===== config.mk =====
export PLATFORM = sky130hd
export DESIGN_NAME = cnt8_arbiter
export DESIGN_NICKNAME = d
export VERILOG_FILES = /design/src/rtl/cnt8_arbiter.sv
export SDC_FILE = /design/constraint.sdc
export NUM_CORES = 1
export LEC_CHECK = 0
export CORE_MARGIN = 8
export CORE_UTILIZATION = 25
export DETAILED_ROUTE_END_ITERATION = 12
export PLACE_DENSITY = 0.48
export SYNTH_ARGS = -nofsm -noshare
export SYNTH_HDL_FRONTEND = slang
export SYNTH_SLANG_ARGS = --single-unit

===== constraint.sdc =====
create_clock -name clk -period 2 [get_ports clk]
set_input_delay 0.2 -clock clk [delete_from_list [all_inputs] [get_ports clk]]
set_output_delay 0.2 -clock clk [all_outputs]
set_load 0.02 [all_outputs]

===== src/rtl/cnt8_arbiter.sv =====
`default_nettype none
// ============================================================================
//  Module      : cnt8_arbiter
//  Description : Round-robin arbiter that shares an octal counter (counter8)
//                between two requesters. It sequences the counter's load/inc
//                controls for the granted command (one load, or a burst of N
//                increments) and reports counter wrap-around.
//  Revision    : 1.0 - initial release
// ============================================================================
module cnt8_arbiter #(
    parameter int LEN_W    = 3,
    parameter bit PRI_INIT = 1'b0
) (
    input  logic             clk,
    input  logic             reset_n,
    input  logic [1:0]       req,
    input  logic             cmd0,
    input  logic             cmd1,
    input  logic [LEN_W-1:0] len0,
    input  logic [LEN_W-1:0] len1,
    input  logic [2:0]       state,
    output logic [1:0]       gnt,
    output logic [1:0]       done,
    output logic             load,
    output logic             inc,
    output logic             busy,
    output logic             wrap
);

    typedef enum logic [1:0] {
        S_IDLE = 2'd0,
        S_RUN  = 2'd1,
        S_DONE = 2'd2
    } fsm_t;

    localparam int          REM_W     = LEN_W + 1;
    localparam logic [REM_W-1:0] c_REM_ONE = REM_W'(1);
    localparam logic [REM_W-1:0] c_REM_MAX = {1'b1, {LEN_W{1'b0}}};

    fsm_t             fsm_q,  fsm_d;
    logic             win_q,  win_d;    // granted requester index
    logic             cmd_q,  cmd_d;    // latched command: 1 = load
    logic [REM_W-1:0] rem_q,  rem_d;    // increments still to issue
    logic             ptr_q,  ptr_d;    // round-robin priority owner
    logic [1:0]       gnt_q,  gnt_d;
    logic [1:0]       done_q, done_d;
    logic             load_q, load_d;
    logic             inc_q,  inc_d;
    logic             wrap_q;

    // Winner selection and command/length capture for the IDLE edge
    logic             w_win;
    logic             w_cmd;
    logic [LEN_W-1:0] w_len;
    logic [REM_W-1:0] w_rem_init;
    logic [1:0]       w_win_oh;
    logic [1:0]       w_cur_oh;

    assign w_win      = (req == 2'b11) ? ptr_q : req[1];
    assign w_cmd      = w_win ? cmd1 : cmd0;
    assign w_len      = w_win ? len1 : len0;
    // A zero length encodes the maximum burst of 2^LEN_W increments
    assign w_rem_init = (w_len == '0) ? c_REM_MAX : {1'b0, w_len};
    assign w_win_oh   = w_win ? 2'b10 : 2'b01;
    assign w_cur_oh   = win_q ? 2'b10 : 2'b01;

    // Next-state and next-output computation; outputs are registered below
    always_comb begin
        fsm_d  = fsm_q;
        win_d  = win_q;
        cmd_d  = cmd_q;
        rem_d  = rem_q;
        ptr_d  = ptr_q;
        gnt_d  = 2'b00;
        done_d = 2'b00;
        load_d = 1'b0;
        inc_d  = 1'b0;
        case (fsm_q)
            S_IDLE: begin
                if (req != 2'b00) begin
                    win_d  = w_win;
                    cmd_d  = w_cmd;
                    rem_d  = w_rem_init;
                    gnt_d  = w_win_oh;
                    load_d = w_cmd;
                    inc_d  = ~w_cmd;
                    fsm_d  = S_RUN;
                end
            end
            S_RUN: begin
                if (!req[win_q]) begin
                    // Abort: drop everything, no done pulse, priority still rotates
                    fsm_d = S_IDLE;
                    ptr_d = ~win_q;
                end else if (cmd_q) begin
                    fsm_d  = S_DONE;
                    done_d = w_cur_oh;
                end else begin
                    rem_d = rem_q - c_REM_ONE;
                    if (rem_q == c_REM_ONE) begin
                        fsm_d  = S_DONE;
                        done_d = w_cur_oh;
                    end else begin
                        gnt_d = w_cur_oh;
                        inc_d = 1'b1;
                    end
                end
            end
            S_DONE: begin
                fsm_d = S_IDLE;
                ptr_d = ~win_q;
            end
            default: begin
                fsm_d = S_IDLE;
            end
        endcase
    end

    // State and registered outputs; async reset drops all controls at once
    always_ff @(posedge clk or negedge reset_n) begin
        if (!reset_n) begin
            fsm_q  <= S_IDLE;
            win_q  <= 1'b0;
            cmd_q  <= 1'b0;
            rem_q  <= '0;
            ptr_q  <= PRI_INIT;
            gnt_q  <= 2'b00;
            done_q <= 2'b00;
            load_q <= 1'b0;
            inc_q  <= 1'b0;
        end else begin
            fsm_q  <= fsm_d;
            win_q  <= win_d;
            cmd_q  <= cmd_d;
            rem_q  <= rem_d;
            ptr_q  <= ptr_d;
            gnt_q  <= gnt_d;
            done_q <= done_d;
            load_q <= load_d;
            inc_q  <= inc_d;
        end
    end

    // Wrap pulse: the counter just took an increment while sitting at 7
    always_ff @(posedge clk or negedge reset_n) begin
        if (!reset_n) begin
            wrap_q <= 1'b0;
        end else begin
            wrap_q <= inc_q & (state == 3'o7);
        end
    end

    assign gnt  = gnt_q;
    assign done = done_q;
    assign load = load_q;
    assign inc  = inc_q;
    assign busy = (fsm_q != S_IDLE);
    assign wrap = wrap_q;

endmodule
`default_nettype wire


=== Yosys cells after proc, flatten, opt, wreduce, memory -nomap -nowiden ===
Index checks and enable logic that the tools add are counted.

* Register bits: 16
* Input port bits: 15
* Word-level logic and storage cells: 70
* Output and inout bits: 8

* Order comparisons: 1
* Add/sub/neg operators: 1
* Eq/ne operators: 10
* Reduce and logical (&&, ||, !) cells: 10
* Multiplexer cells: 35
* Bitwise gates (word level): 3

{| class="wikitable"
|+ Operators with widths
! kind !! number
|-
| 2-bit 2-to-1 mux || 14
|-
| 4-bit 2-to-1 mux || 4
|-
| 1-bit 2-to-1 mux || 11
|-
| 2-bit inequality test, second input constant || 4
|-
| 2-bit one-hot mux with 2 select lines || 2
|-
| 4-bit one-hot mux with 2 select lines || 1
|-
| 2-bit nonzero test || 4
|-
| 2-bit AND reduction || 3
|-
| 2-bit equality test, second input constant || 2
|-
| 4-bit by 1-bit equality test with 1-bit output, second input constant || 1
|-
| 4-bit inequality test, second input constant || 1
|-
| 1-bit one-hot mux with 2 select lines || 2
|-
| 4-bit AND reduction || 1
|-
| 4-bit by 1-bit subtractor with 4-bit output, second input constant || 1
|-
| 3-bit equality test, second input constant || 1
|-
| 3-bit logical NOT || 1
|-
| 3-bit 2-to-1 mux || 1
|-
| 2-bit by 1-bit equality test with 1-bit output, second input constant || 1
|-
| 2-bit logical NOT || 1
|-
| 1-bit by 2-bit < comparator with 1-bit output, second input constant || 1
|-
| 1-bit inverter || 2
|-
| 1-bit bitwise AND || 1
|}

=== Depth between registers and ports, before layout ===
Gate-level depths: netlist (run 1).

* Word-level depth: 7
* Depth in mapped cells: 6

=== Worst setup path after synthesis (run 1) ===
No wires, ideal clock.

* Kind: reg-to-reg
* Start: register ptr_q
* End: register cmd_q
* Slack: 0.561 ns
* Stages on the path, launching flop included: 5
* Data arrival time: 1.314 ns
* Setup time: 0.125 ns
* Clock period less this slack: 1.439 ns
* Path through: dfrtp_1 nand2b_2 nand2_1 mux2_4 mux2_2

* Word-level cells in the longest chain between the ends: 2

{| class="wikitable"
|+ Ends and longest elaborated chain
! item !! line !! source
|-
| from (decl) || 44 || <nowiki>logic ptr_q, ptr_d;</nowiki>
|-
| from (signal assigned) || 136 || <nowiki>ptr_q <= ptr_d;</nowiki>
|-
| 1-bit 2-to-1 mux || 59 || <nowiki>assign w_win = (req == 2'b11) ? ptr_q : req[1];</nowiki>
|-
| 1-bit 2-to-1 mux || 60 || <nowiki>assign w_cmd = w_win ? cmd1 : cmd0;</nowiki>
|-
| to (signal assigned) || 134 || <nowiki>cmd_q <= cmd_d;</nowiki>
|-
| to (decl) || 42 || <nowiki>logic cmd_q, cmd_d;</nowiki>
|}

Every way passes these cells.
A chain may end at the register's enable or synchronous reset.

=== Final worst setup path (run 1) ===
* Start: register fsm_q[1]
* End: output port busy

* Word-level cells in the longest chain between the ends: 1

{| class="wikitable"
|+ Ends and longest elaborated chain
! item !! line !! source
|-
| from (decl) || 40 || <nowiki>fsm_t fsm_q, fsm_d;</nowiki>
|-
| from (signal assigned) || 132 || <nowiki>fsm_q <= fsm_d;</nowiki>
|-
| 2-bit nonzero test || 157 || <nowiki>assign busy = (fsm_q != S_IDLE);</nowiki>
|-
| to (decl) || 26 || <nowiki>output logic busy,</nowiki>
|}

Every way passes these cells.

==> flow_metrics.env, run 1 <==
export IMPL_status="finished clean"
export IMPL_synth_ff_latch_count=16
export IMPL_via_per_inst=4.86
export IMPL_reg2reg_slack_ns=0.40
export IMPL_cts_hold_fix_buffers=0
export IMPL_portBuffers=22
export IMPL_pwr_share_comb_pct=52.8
export IMPL_clk_pin_slew_ns=0.11
export IMPL_setup_violations=0
export IMPL_cts_buffers_inserted=3
export IMPL_hold_viol=0
export IMPL_cp_depth=3
export IMPL_p_seq_share_pct=34.1
export IMPL_cts_sinks=16
export IMPL_n_antenna_cell=0
export IMPL_final_cells=162
export IMPL_synthCells=90
export IMPL_cts_tree="done"
export IMPL_clkPwrFrac_pct=13.0
export IMPL_dr_wl_met2_um=1080
export IMPL_syn_area_um2=886
export IMPL_relSlewSlack_pct=57.8
export IMPL_post_route_period_util_pct=94.2
export IMPL_clock_skew_ns=0.0128
export IMPL_core_area_mm2=0.00336
export IMPL_post_route_drc_count=0
export IMPL_die_area_mm2=0.00570
export IMPL_grt_ovfl_total=0
export IMPL_fin_hold_ws_ns=0.215
export IMPL_clockBufferDepth=2
export IMPL_maxCapViolCount=0
export IMPL_drt_first_pass_iters=4
export IMPL_final_common_cell="clkdlybuf4s50_1"
export IMPL_ir_drop_uv=436
export IMPL_setup_tns_ns=0
export IMPL_die_y_um=75.5
export IMPL_yosys_area_top_type_share_pct=45.2
export IMPL_io_pins=23
export IMPL_ys_top_cells_by_area="dfrtp_1 45%, a21oi_1 4.0%, nor3_1 3.4%"
export IMPL_path_delay_family="buffers and inverters"
export IMPL_drtAntennaViolNets=0
export IMPL_cpPeakStageDelay_ns=0.65
export IMPL_yosys_most_used_dff="dfrtp_1"
export IMPL_path_class="flip-flop to output pin"
export IMPL_worstMarginPinSlew_ns=0.631
export IMPL_fin_ws_ns=0.115
export IMPL_final_cell_mix="22 x clkdlybuf4s50_1, 14 x dfrtp_1, 8 x nand2_1"
export IMPL_clockRootBuffer="clkbuf_4"
export IMPL_cellInternalPower_mw=0.982
export IMPL_grt_start_max_net_pins=17
export IMPL_cts_max_level=1
export IMPL_seqCellArea_um2=403
export IMPL_pre_cts_ws_ns=0.193
export IMPL_hp_class="primary input to asynchronous set/reset pin"
export IMPL_top_layer="met4"
export IMPL_endpoint_kind="output pin"
export IMPL_wl_met1_um=1100
export IMPL_clock_fmax_mhz=531
export IMPL_layout_drive_gt1_share_pct=17.2
export IMPL_fin_crit_ns=1.88
export IMPL_dp_hpwl_um=1850
export IMPL_cp_cell_sequence="nor2_1 > inv_1 > clkdlybuf4s50_1"
export IMPL_dp_cells=158
export IMPL_area_delta_synth_final_pct=37.0
export IMPL_dr_wl_met3_um=190
export IMPL_synth_top_area_cell="dfrtp_1"
export IMPL_die_w_um=75.5
export IMPL_p_sw_mw=0.741
export IMPL_num_rows=21
export IMPL_path_max_fanout=8
export IMPL_slowest_stage="clkdlybuf4s50_1"
export IMPL_start_util_pct=26.3
export IMPL_power_leakage_nw=0.502
export IMPL_cp_required_ns=1.80
export IMPL_fillCellCount=369
export IMPL_synth_seq_area_share_pct=45.2
export IMPL_worstSkewPairLatency_ns=0.30
export IMPL_r2r_cells=4
export IMPL_grt_pass1_wl_um=3840
export IMPL_syn_num_nets=107
export IMPL_drv_slew=0
export IMPL_vias=787
export IMPL_p_per_area_mw_per_mm2=1420
export IMPL_gp_congestion=0.823
export IMPL_ys_types=33
export IMPL_startpoint="fsm_q[1]"
export IMPL_cp_num_buf_inv=2
export IMPL_rsz0062_at_grt="no"
export IMPL_track_usage_pct=8.89
export IMPL_drt_iter0_drc=52
export IMPL_grt_pass1_vias=819
export IMPL_nets=134
export IMPL_synth_warning_count=0
export IMPL_wl_per_cell_um=14.7
export IMPL_cp_start_kind="flip-flop"
export IMPL_antenna_found_initial=0
export IMPL_reg2reg_from="ptr_q"
export IMPL_routed_wl_um=2380
export IMPL_switching_share_pct=43.0
export IMPL_synthArstFlopShare_pct=100
export IMPL_arrival_ns=1.68
export IMPL_multi_input_area_um2=448
export IMPL_syn_area_per_cell_um2=9.84
export IMPL_synth_edff_count=0
worst reg2reg max path, cell delays in order (launching register included):
cell and delay, ns:
dfrtp_1 0.43, nand2b_2 0.23, nand2_1 0.23, mux2_4 0.34, mux2_2 0.26
kinds of logic (layout without fill, tap and decap cells):
family          after synthesis  count (layout)  synth area share [%]
simple gates                 30              30                  17.4
compound gates               28              28                  23.9
flops                        16              16                  45.2
buf+inv                       9              35                  4.24
mux                           5               5                  6.50
fa+ha+maj                     2               2                  2.82
layout make-up:
type / instances / area share (%)
Clock buffer: 4 / 2.99
Inverter: 5 / 1.55
Timing Repair Buffer: 26 / 20.6
Tap cell: 46 / 4.74
Sequential cell: 16 / 33.2
Multi-Input combinational cell: 65 / 36.9
per-stage QoR:
step / cell area (um2) / total power, mW / util (%)
2_1_floorplan: 886 / 1.19 / -
3_3_place_gp: 1170 / 1.48 / 34.9
3_5_place_dp: 1170 / 1.50 / 34.9
4_1_cts: 1210 / 1.73 / 36.0
5_1_grt: 1210 / 1.86 / 36.1
6_report: 1210 / 1.72 / 36.1
final timing paths:
check | endpoint
max | busy
min | gnt[0]
max reg2reg | cmd_q
min reg2reg | fsm_q[0]
max in group asynchronous | fsm_q[1]
min in group clk | wrap
synthesized netlist by cell type (2+ instances only):
| cell | count |
|---|---|
| a21oi_1 | 7 |
| a31o_2 | 3 |
| buf_2 | 3 |
| dfrtp_1 | 16 |
| ha_1 | 2 |
| inv_1 | 5 |
| mux2_2 | 2 |
| mux2i_1 | 2 |
| nand2_1 | 8 |
| nand2b_1 | 2 |
| nand3_1 | 2 |
| nor2_1 | 4 |
| nor2b_1 | 2 |
| nor3_1 | 6 |
| o211ai_1 | 2 |
| o21ai_0 | 6 |
| o22ai_1 | 2 |
per-layer routing:
metal,GRT usage (%),up-vias
li1,-,382
met1,10.9,375
met2,14.2,28
met3,3.42,2
met4,2.35,0
met5,0,-
power by group through the flow:
stage,clock network [mW],logic [mW],registers (mW)
2_1_floorplan,0,0.592,0.600
3_3_place_gp,0,0.884,0.592
3_5_place_dp,0,0.908,0.590
4_1_cts,0.236,0.910,0.583
5_1_grt,0.246,1.01,0.610
6_report,0.225,0.910,0.588
flip-flops by register name, indices dropped and copies added (netlist names):
signal  flops
done        2
load        1
wrap        1
rem_q       4
fsm_q       2
inc         1
ptr_q       1
cmd_q       1
gnt         2
win_q       1
timing repair:
| item | CTS | global route |
|---|---|---|
| endpoints found under the setup margin | 0 | 1 |
| resized for setup | 0 | 2 |
| setup buffers | 0 | 0 |
(Power assumes the default switching activity.)
==> inputs of run 2 (changes only) <==
Settings changed: CAP_MARGIN set to 20, CTS_CLUSTER_DIAMETER set to 30, REMOVE_ABC_BUFFERS set to 1.
==> run 2 against run 1 <==
- highest routed layer is now met3
- critical endpoint unchanged
- critical path depth unchanged
- design area up 1.0%
- critical path type unchanged
- wire length down 6.7%
- non-clock buffer count up 2
- setup slack better by 0.093 ns
- clock skew down 0.0075 ns
- largest power group unchanged
- sequential power down 6.5%
- register-to-register slack about the same
- flip-flop and latch count unchanged
==> flow_metrics.env, run 2 (synthesis gave the netlist of run 1 again) <==
export IMPL_status="finished clean"
export IMPL_die_area_mm2=0.00570
export IMPL_path_class="flip-flop to output pin"
export IMPL_arrival_ns=1.59
export IMPL_drt_first_pass_iters=4
export IMPL_cpPeakStageDelay_ns=0.57
export IMPL_layout_drive_gt1_share_pct=16.9
export IMPL_path_max_fanout=5
export IMPL_dp_hpwl_um=1740
export IMPL_clockBufferDepth=2
export IMPL_grt_start_max_net_pins=17
export IMPL_setup_tns_ns=0
export IMPL_cp_cell_sequence="nor2_1 > inv_1 > clkdlybuf4s50_1"
export IMPL_ir_drop_uv=426
export IMPL_post_route_period_util_pct=89.6
export IMPL_cp_required_ns=1.80
export IMPL_drtAntennaViolNets=0
export IMPL_cp_depth=3
export IMPL_routed_wl_um=2220
export IMPL_num_rows=21
export IMPL_worstSkewPairLatency_ns=0.28
export IMPL_largest_reg_flops=4
export IMPL_fin_crit_ns=1.79
export IMPL_clockRootBuffer="clkbuf_4"
export IMPL_via_per_inst=4.71
export IMPL_power_leakage_nw=0.515
export IMPL_slowest_stage="clkdlybuf4s50_1"
export IMPL_maxCapViolCount=0
export IMPL_post_route_drc_count=0
export IMPL_die_w_um=75.5
export IMPL_path_delay_family="buffers and inverters"
export IMPL_cts_sinks=16
export IMPL_cts_max_level=1
export IMPL_p_per_area_mw_per_mm2=1420
export IMPL_start_util_pct=26.3
export IMPL_portBuffers=22
export IMPL_fin_hold_ws_ns=0.236
export IMPL_post_cts_setup_buffer_count=0
export IMPL_regMostFlops="rem_q"
export IMPL_grt_pass1_wl_um=3730
export IMPL_cp_start_kind="flip-flop"
export IMPL_antenna_found_initial=0
export IMPL_rsz0062_at_grt="no"
export IMPL_wl_per_cell_um=13.5
export IMPL_track_usage_pct=8.41
export IMPL_endpoint_kind="output pin"
export IMPL_gp_congestion=0.796
export IMPL_fin_total_pwr_mw=1.74
export IMPL_grt_pass1_vias=812
export IMPL_setup_violations=0
export IMPL_clock_skew_ns=0.00528
export IMPL_vias=773
export IMPL_n_antenna_cell=0
export IMPL_hp_class="primary input to asynchronous set/reset pin"
export IMPL_r2r_cells=4
export IMPL_worstMarginPinSlew_ns=0.515
export IMPL_io_pins=23
export IMPL_die_y_um=75.5
export IMPL_cp_num_buf_inv=2
export IMPL_clock_fmax_mhz=558
export IMPL_final_common_cell="clkdlybuf4s50_1"
export IMPL_nets=136
export IMPL_final_cell_mix="22 x clkdlybuf4s50_1, 16 x dfrtp_1, 8 x nand2_1"
export IMPL_drt_iter0_drc=35
export IMPL_cts_hold_fix_buffers=0
export IMPL_relSlewSlack_pct=65.6
export IMPL_drv_slew=0
export IMPL_cts_buffers_inserted=3
export IMPL_cts_tree="done"
export IMPL_grt_ovfl_total=0
export IMPL_clk_pin_slew_ns=0.10
export IMPL_cts_resized=0
export IMPL_core_area_mm2=0.00336
export IMPL_area_delta_synth_final_pct=38.4
export IMPL_hold_viol=0
run 2: worst paths after layout:
kind / slack [ns] / endpoint / start
max: 0.21 / busy / fsm_q[0]
max reg2reg: 0.40 / cmd_q / ptr_q
min reg2reg: 0.58 / wrap / inc
min: 0.24 / gnt[0] / reset_n
max in group asynchronous: 1.57 / rem_q[0] / reset_n
min in group clk: 0.50 / wrap / state[0]
run 2: area by class of cell:
| class | count | area, um2 |
|---|---|---|
| Tap cell | 46 | 57.6 |
| Timing Repair Buffer | 28 | 265 |
| Multi-Input combinational cell | 65 | 448 |
| Sequential cell | 16 | 400 |
| Fill cell | 379 | 2140 |
| Clock buffer | 4 | 36.3 |
| Inverter | 5 | 18.8 |
run 2: power breakdown:
part           switching, mW  internal, mW  leakage [nW]
clock                  0.102         0.111        0.0210
combinational          0.527         0.448         0.293
sequential            0.0935         0.456         0.201
total                  0.722          1.02         0.515
run 2: stage by stage:
stage               std cells  area (um2)  setup WS, ns  util (%)
floorplan                  86         867         0.561         -
global placement          160        1190         0.258      35.4
detailed placement        160        1190         0.228      35.4
CTS                       164        1230         0.191      36.5
global route              164        1230         0.138      36.5
finish                    164        1230         0.208      36.5
run 2: routing by layer:
metal | part of all wire (%) | track usage (%) | vias to the layer above
li1 | - | - | 383
met1 | 47 | 10.3 | 371
met2 | 46 | 14.0 | 19
met3 | 6.9 | 2.63 | 0
met4 | 0 | 1.92 | 0
met5 | 0 | 0 | -
